**src/rtl/rv32i_pkg.sv**
```systemverilog
// Shared RV32I definitions: opcodes, loader request classes, loader states and
// the field-level request payload consumed by the encoder.
package rv32i_pkg;

  localparam int unsigned XLEN  = 32;
  localparam int unsigned REG_W = 5;
  localparam int unsigned IMM_W = 13;
  localparam int unsigned CLS_W = 3;

  localparam logic [6:0] OP_LOAD   = 7'b0000011;
  localparam logic [6:0] OP_STORE  = 7'b0100011;
  localparam logic [6:0] OP_RTYPE  = 7'b0110011;
  localparam logic [6:0] OP_BRANCH = 7'b1100011;
  localparam logic [6:0] OP_ITYPE  = 7'b0010011;

  localparam logic [CLS_W-1:0] CLS_LOAD   = 3'd0;
  localparam logic [CLS_W-1:0] CLS_STORE  = 3'd1;
  localparam logic [CLS_W-1:0] CLS_RTYPE  = 3'd2;
  localparam logic [CLS_W-1:0] CLS_BRANCH = 3'd3;
  localparam logic [CLS_W-1:0] CLS_ITYPE  = 3'd4;

  typedef enum logic [0:0] {
    ST_IDLE  = 1'b0,
    ST_WRITE = 1'b1
  } load_state_e;

  typedef struct packed {
    logic [CLS_W-1:0] cls;
    logic [2:0]       funct3;
    logic             f7b5;
    logic [REG_W-1:0] rd;
    logic [REG_W-1:0] rs1;
    logic [REG_W-1:0] rs2;
    logic [IMM_W-1:0] imm;
  } instr_req_t;

endpackage

```
**src/rtl/rv32i_field_encoder.sv**
```systemverilog
// Combinational field-to-word encoder for the five decoder-recognised classes;
// flags unknown classes and misaligned branch offsets as illegal.
module rv32i_field_encoder
  import rv32i_pkg::*;
(
  input  instr_req_t        req,
  output logic [XLEN-1:0]   word,
  output logic              illegal
);

  logic shift_op;

  // Shift immediates carry the funct7 pattern in place of imm[11:5].
  assign shift_op = (req.funct3 == 3'b001) || (req.funct3 == 3'b101);

  always_comb begin
    word    = '0;
    illegal = 1'b0;
    case (req.cls)
      CLS_LOAD:
        word = {req.imm[11:0], req.rs1, req.funct3, req.rd, OP_LOAD};
      CLS_STORE:
        word = {req.imm[11:5], req.rs2, req.rs1, req.funct3, req.imm[4:0], OP_STORE};
      CLS_RTYPE:
        word = {1'b0, req.f7b5, 5'b00000, req.rs2, req.rs1, req.funct3, req.rd, OP_RTYPE};
      CLS_BRANCH: begin
        word    = {req.imm[12], req.imm[10:5], req.rs2, req.rs1, req.funct3,
                   req.imm[4:1], req.imm[11], OP_BRANCH};
        illegal = req.imm[0];
      end
      CLS_ITYPE: begin
        if (shift_op)
          word = {1'b0, req.f7b5, 5'b00000, req.imm[4:0], req.rs1, req.funct3, req.rd, OP_ITYPE};
        else
          word = {req.imm[11:0], req.rs1, req.funct3, req.rd, OP_ITYPE};
      end
      default:
        illegal = 1'b1;
    endcase
  end

endmodule

```
**src/rtl/instr_encoder_loader.sv**
```systemverilog
// Encodes field-level instruction requests and writes them sequentially into
// instruction memory, one word per two cycles, until DEPTH words are written.
module instr_encoder_loader
  import rv32i_pkg::*;
#(
  parameter int unsigned ADDR_W    = 8,
  parameter int unsigned DEPTH     = 256,
  parameter int unsigned BASE_ADDR = 0
) (
  input  logic              clk,
  input  logic              rst,
  input  logic              clear,
  input  logic              in_valid,
  output logic              in_ready,
  input  logic [CLS_W-1:0]  in_class,
  input  logic [2:0]        in_funct3,
  input  logic              in_funct7b5,
  input  logic [REG_W-1:0]  in_rd,
  input  logic [REG_W-1:0]  in_rs1,
  input  logic [REG_W-1:0]  in_rs2,
  input  logic [IMM_W-1:0]  in_imm,
  output logic              imem_we,
  output logic [ADDR_W-1:0] imem_addr,
  output logic [XLEN-1:0]   imem_wdata,
  output logic [ADDR_W:0]   count,
  output logic              full,
  output logic              err
);

  localparam int unsigned CNT_W = ADDR_W + 1;

  load_state_e      state;
  instr_req_t       req;
  logic [XLEN-1:0]  enc_word;
  logic             enc_illegal;
  logic [CNT_W-1:0] count_inc;
  logic             at_depth;

  assign req = '{cls: in_class, funct3: in_funct3, f7b5: in_funct7b5,
                 rd: in_rd, rs1: in_rs1, rs2: in_rs2, imm: in_imm};

  rv32i_field_encoder u_enc (
    .req     (req),
    .word    (enc_word),
    .illegal (enc_illegal)
  );

  assign count_inc = count + CNT_W'(1);
  assign at_depth  = (count_inc == CNT_W'(DEPTH));

  // Loader FSM; in_ready is registered so it is low throughout reset.
  always_ff @(posedge clk or negedge rst) begin
    if (!rst) begin
      state      <= ST_IDLE;
      in_ready   <= 1'b0;
      imem_we    <= 1'b0;
      imem_addr  <= ADDR_W'(BASE_ADDR);
      imem_wdata <= '0;
      count      <= '0;
      full       <= 1'b0;
      err        <= 1'b0;
    end else begin
      imem_we <= 1'b0;
      err     <= 1'b0;
      if (clear) begin
        state     <= ST_IDLE;
        in_ready  <= 1'b1;
        imem_addr <= ADDR_W'(BASE_ADDR);
        count     <= '0;
        full      <= 1'b0;
      end else begin
        case (state)
          ST_IDLE: begin
            in_ready <= !full;
            if (in_valid && in_ready) begin
              if (enc_illegal) begin
                err <= 1'b1;
              end else begin
                imem_wdata <= enc_word;
                imem_we    <= 1'b1;
                in_ready   <= 1'b0;
                state      <= ST_WRITE;
              end
            end
          end
          ST_WRITE: begin
            state     <= ST_IDLE;
            imem_addr <= imem_addr + ADDR_W'(1);
            count     <= count_inc;
            full      <= at_depth;
            in_ready  <= !at_depth;
          end
        endcase
      end
    end
  end

endmodule

```
**config.mk**
```make
export PLATFORM = sky130hd
export DESIGN_NAME = instr_encoder_loader
export DESIGN_NICKNAME = d
export VERILOG_FILES = /design/src/rtl/rv32i_pkg.sv /design/src/rtl/rv32i_field_encoder.sv /design/src/rtl/instr_encoder_loader.sv
export SDC_FILE = /design/constraint.sdc
export NUM_CORES = 1
export LEC_CHECK = 0
export ABC_AREA = 1
export BUFFER_PORTS_ARGS = -buffer_cell sky130_fd_sc_hd__buf_2
export CORE_UTILIZATION = 50
export DETAILED_ROUTE_END_ITERATION = 12
export PLACE_DENSITY_LB_ADDON = 0.25
export SLEW_MARGIN = 20
export SYNTH_ARGS = -nofsm -noshare
export SYNTH_HDL_FRONTEND = slang
export SYNTH_SLANG_ARGS = --single-unit
```
**constraint.sdc**
```tcl
create_clock -name clk -period 2 [get_ports clk]
set_input_delay 0.4 -clock clk [delete_from_list [all_inputs] [get_ports clk]]
set_output_delay 0.4 -clock clk [all_outputs]
set_load 0.03 [all_outputs]
```
==> impl_metrics.tcl, run 1 <==
set metrics [dict create \
    status "complete, no violations" \
    cts_sinks 50 \
    hpwlAfterDp_um 4340 \
    diodes 0 \
    multi_input_area_mm2 0.00100 \
    layout.nets 431 \
    drv_slew 0 \
    io_pins 92 \
    dp_slack_ns 0.209 \
    core_area_mm2 0.00472 \
    cp-startpoint "count[0]" \
    cp_slowest_cell "dfrtp_1" \
    ys.flop_type "dfrtp_1" \
    p_per_area_mw_per_mm2 892 \
    rsz0062_at_grt "no" \
    drc 0 \
    gp_congestion 0.890 \
    synth_cell_types 32 \
    yosysSeqAreaShare 0.509 \
    synth_area_mm2 0.00246 \
    clk_path_buf_depth 2 \
    firstDrtPassIters 4 \
    via_count 2244 \
    drive_above_1_share 0.304 \
    ir_worst_vdd_mv 0.479 \
    synthCells 296 \
    via_per_inst 4.90 \
    yosysTopAreaCell "dfrtp_1" \
    synth_edf_count 0 \
    clk_pin_slew_ns 0.09 \
    path_class "flop to flop" \
    nFillCells 420 \
    r2r-start "count[0]" \
    yosysWarnings 0 \
    cp_max_fo 7 \
    cp_data_required_time_ns 2.18 \
    hold_class "input port to flop" \
    synth-seq-cells 50 \
    die_area_mm2 0.00520 \
    grt_pass1_wl_um 9400 \
    cp-end-kind "flop" \
    path_cells "ha_1 -> nand2_1 -> nor2_1 -> nand3_1 -> nand2_1 -> nand3_1 -> nor2_1 -> o21ai_0" \
    dp.cells 449 \
    r2r_cells 8 \
    seq_area_mm2 0.00125 \
    yosysMostFrequentCell "nand2_1" \
    clk_latency_ns 0.30 \
    root_buffer "clkbuf_8" \
    slowest_delay_ns 0.48 \
    maxCapViolations 0 \
    start_kind "flop" \
    hold_path.startpoint "in_funct3[2]" \
    synth_top_area_share 0.509 \
    fin_tns_setup_ns 0 \
    rrSetupSlack_ns 0.38 \
    ctsResizeCount 0 \
    grt_pass1_vias 2111 \
    finalPower_uw 2750 \
    port_buffers 89 \
    cp_data_arrival_time_ns 1.80 \
    grt_max_degree 37 \
    drtAntennaViolNets 0 \
    routedWlPerCell_um 12.2 \
    ys_top_cells_by_area "dfrtp_1 51%, nand2_1 15%, o21ai_0 5.5%, inv_1 4.3%, nand3_1 4.1%" \
    drt_wl_total_um 5600 \
    avgSynthCellArea_um2 8.30 \
    fmax_mhz 618 \
    die-width_um 72.1 \
    synth-async-reset-ratio 1.00 \
    power.static_leakage_uw 0.00164 \
    cts_hold_buf 1 \
    period_minus_slack_ns 1.62 \
    cts_tree "yes" \
    antenna_found_initial 0 \
    finClkSkew_ns 0.00458 \
    drtIter0Drc 97 \
    rows 25 \
    fin_crit_sh 0.809 \
    setup_violations 0 \
    area_delta_synth_final_pct 25.4 \
    synth_common_cells "96 x nand2_1, 50 x dfrtp_1, 28 x inv_1" \
    start_util 0.520 \
    hold_violations 0 \
    cts_buffers 5 \
    final_cells 458 \
    endpoint "in_ready" \
    grtUsageTotal 0.231 \
    worst_slack_ns 0.382 \
    timing.rr.end "in_ready" \
    h-tree-depth 2 \
    grt_overflow_total 0 \
    fp.dieH_um 72.1 \
    cts_setup_buffers 0 \
]
-- cell families after synthesis --
kind of cell / after synthesis / synth area share
flip-flops: 50 / 0.509
adder cells (fa/ha/maj): 2 / 0.0102
AO/OA/AOI/OAI: 57 / 0.136
AND/OR/NAND/NOR: 145 / 0.260
buffers and inverters: 41 / 0.0830
other: 1 / 0.00153
-- report_power, final --
part           internal [µW]  switching (µW)
Combinational            232             546
Sequential              1160            95.8
Clock                    372             346
-- stage by stage --
stage	hold slack [ns]	cell area, µm²	util
finish	0.288	3080	0.652
global placement	0.332	2960	0.626
CTS	0.281	3080	0.652
global route	0.301	3080	0.652
floorplan	0.104	2460	-
detailed placement	0.335	2960	0.626
-- per-layer routing --
metal / global-route usage / vias up / part of all wire
met5: 0 / - / 0
met4: 0.0632 / 0 / 0.0079
met3: 0.0500 / 6 / 0.051
met2: 0.378 / 77 / 0.46
met1: 0.314 / 1023 / 0.48
li1: - / 1138 / -
-- registers in the layout (all words and copies together) (netlist names) --
signal and cells:
full 1, in_ready 1, count 9, imem_we 1
err 1, imem_wdata 29, imem_addr 8
-- worst max-delay path: cells and delay by family (launching register included) --
kind | cells | cell delay, ns
AOI/OAI and AO/OA | 1 | 0.09
adders and majority gates | 1 | 0.23
DFF | 1 | 0.48
and+or+nand+nor | 6 | 0.70
-- area by class of cell --
| class | count | share of cell area |
|---|---|---|
| Timing Repair Buffer | 95 | 0.164 |
| Inverter | 32 | 0.0394 |
| Clock inverter | 3 | 0.0146 |
| Tap cell | 67 | 0.0272 |
| Multi-Input combinational cell | 206 | 0.326 |
| Sequential cell | 50 | 0.406 |
| Clock buffer | 5 | 0.0223 |
-- cell usage in the layout, fill, tap and decap left out, types with 2 or more instances in the layout --
| cell | instances |
|---|---|
| buf_2 | 89 |
| nand2_1 | 96 |
| nor2_1 | 16 |
| a21oi_1 | 8 |
| inv_2 | 3 |
| nor3_2 | 2 |
| clkbuf_8 | 5 |
| o21ai_0 | 27 |
| ha_1 | 2 |
| buf_4 | 4 |
| nand3_1 | 20 |
| o21ai_2 | 3 |
| inv_1 | 28 |
| nor3b_1 | 2 |
| dfrtp_1 | 50 |
| o21ai_1 | 8 |
| o22ai_1 | 3 |
| nand2_4 | 3 |
| clkinvlp_4 | 2 |
| conb_1 | 2 |
| a22o_1 | 2 |
-- worst min-delay path by stage --
stage	endpoint	slack [ns]	cells past startpoint
floorplan	count[0]	0.10	0
finish	imem_wdata[14]	0.29	3
CTS	imem_wdata[18]	0.28	3
detailed placement	imem_wdata[18]	0.33	1
global route	imem_wdata[24]	0.30	3
global placement	imem_wdata[15]	0.33	1
Note: power is estimated with default switching activity, not from simulation.
==> run 2: changes to the inputs <==
Settings changed: CORE_UTILIZATION 50 to 49.
Clock period 2 ns to 1.55 ns, I/O delays scaled along.
==> run 2 against run 1 <==
Effect of this change: the flow now finishes with violations (negative hold slack); flip-flop and latch count stayed put; clock power is 19% higher; worst setup slack worse by 0.30 ns; first-iteration DRC count is 41% higher; register-to-register slack worse by 0.30 ns; sequential power is 28% higher; non-clock buffer count is 7 higher.
==> impl_metrics.tcl, run 2 (synthesized netlist as in run 1, its figures left out) <==
set metrics [dict create \
    port_buffers 89 \
    cp_max_fo 3 \
    fin_crit_sh 0.946 \
    path_class "flop to flop" \
    crit_family "simple AND/OR/NAND/NOR gates" \
    cp_slowest_cell "dfrtp_1" \
    hpwlAfterDp_um 4290 \
    grt_pass1_wl_um 9530 \
    cts_buffers 5 \
    core_area_mm2 0.00479 \
    grt_overflow_total 0 \
    drtIter0Drc 137 \
    violations "negative hold slack" \
    grt_pass1_vias 2201 \
    maxCapViolations 0 \
    drc 0 \
    slowest_delay_ns 0.38 \
    top_regs "imem_wdata x29, count x9, imem_addr x8" \
    path_common_cell "nor2_1" \
    fmax_mhz 682 \
    largest_register_ffs 29 \
    crit_buf_inv 0 \
    layout.nets 438 \
    via_per_inst 4.96 \
    drive_above_1_share 0.334 \
    rsz0062_at_grt "yes" \
    whs_ns -0.0170 \
    finClkSkew_ns 0.00855 \
    fin_tns_setup_ns 0 \
    clk_pin_slew_ns 0.09 \
    r2r-start "count[1]" \
    h-tree-depth 2 \
    cts_tree "yes" \
    routedWlPerCell_um 12.2 \
    layout_common_cells "95 x nand2_1, 89 x buf_2, 48 x dfrtp_1" \
    area_delta_synth_final_pct 28.5 \
    antenna_found_initial 0 \
    hold_class "input port to asynchronous set/reset pin" \
    layout_commonest_cell "nand2_1" \
    cts_hold_buf 0 \
    drv_slew 0 \
    setup_violations 0 \
    timing.rr.end "full" \
    nFillCells 435 \
    die_area_mm2 0.00530 \
    rrSetupSlack_ns 0.08 \
    drt_wl_total_um 5650 \
    cp-end-kind "flop" \
    power.static_leakage_uw 0.00168 \
    cp_data_required_time_ns 1.78 \
    root_buffer "clkbuf_8" \
    p_per_area_mw_per_mm2 1100 \
    die-width_um 72.8 \
    path_cells "ha_2 -> nand3_1 -> o21ai_0 -> nand2_1 -> nor2_2 -> nor2_1 -> nor2_1" \
    rows 25 \
    ir_worst_vdd_mv 0.773 \
    status "complete, but fails checks" \
    start_kind "flop" \
    regMostFlops "imem_wdata" \
    diodes 0 \
    cts_setup_buffers 0 \
    io_pins 92 \
    clk_latency_ns 0.30 \
    r2r_cells 7 \
    period_minus_slack_ns 1.47 \
    start_util 0.513 \
    cts_sinks 50 \
    firstDrtPassIters 4 \
    ctsResizeCount 0 \
    via_count 2308 \
    gp_congestion 0.834 \
    clk_path_buf_depth 2 \
    grtUsageTotal 0.233 \
    drtAntennaViolNets 0 \
    fp.dieH_um 72.8 \
    cp_data_arrival_time_ns 1.70 \
    hold_violations 10 \
    grt_max_degree 51 \
]
run 2: per-layer routing:
layer | GRT usage | part of all wire | wire [µm] | vias up
met5 | 0 | 0 | 0 | -
met4 | 0.0719 | 0.0048 | 27 | 0
met3 | 0.0539 | 0.053 | 300 | 4
met2 | 0.397 | 0.50 | 2810 | 77
met1 | 0.296 | 0.44 | 2520 | 1075
li1 | - | - | - | 1152
run 2: final cells by class:
| cell class | count | area [µm²] | area share |
|---|---|---|---|
| clock buffer | 8 | 110 | 0.0349 |
| inverter | 32 | 121 | 0.0384 |
| multi-input combinational | 206 | 1020 | 0.323 |
| sequential | 50 | 1250 | 0.397 |
| tap | 67 | 83.8 | 0.0266 |
| timing repair buffer | 102 | 568 | 0.180 |
run 2: metrics by stage:
step	instance area (µm²)	cells	setup slack (ns)	util	power, µW
global placement	3030	457	0.128	0.633	2640
floorplan	2460	297	0.00483	-	2290
CTS	3140	465	0.0857	0.656	3520
global route	3160	465	-0.0262	0.660	3680
finish	3160	465	0.0830	0.660	3480
detailed placement	3030	457	0.0983	0.633	2650
run 2: how the worst max path moves through the flow:
stage / slack (ns) / depth (start not counted) / startpoint / to
after CTS: 0.09 / 9 / count[1] / full
after detailed placement: 0.1 / 10 / in_class[1] / imem_wdata[20]
final: 0.08 / 7 / count[1] / full
after floorplan: 0.005 / 8 / count[1] / in_ready
after global placement: 0.13 / 10 / in_class[1] / imem_wdata[20]
after global routing: -0.03 / 9 / count[1] / full
run 2: power breakdown:
| group | switching, µW | internal, µW |
|---|---|---|
| sequential | 111 | 1490 |
| combinational | 707 | 313 |
| clock | 406 | 451 |
| total | 1220 | 2260 |
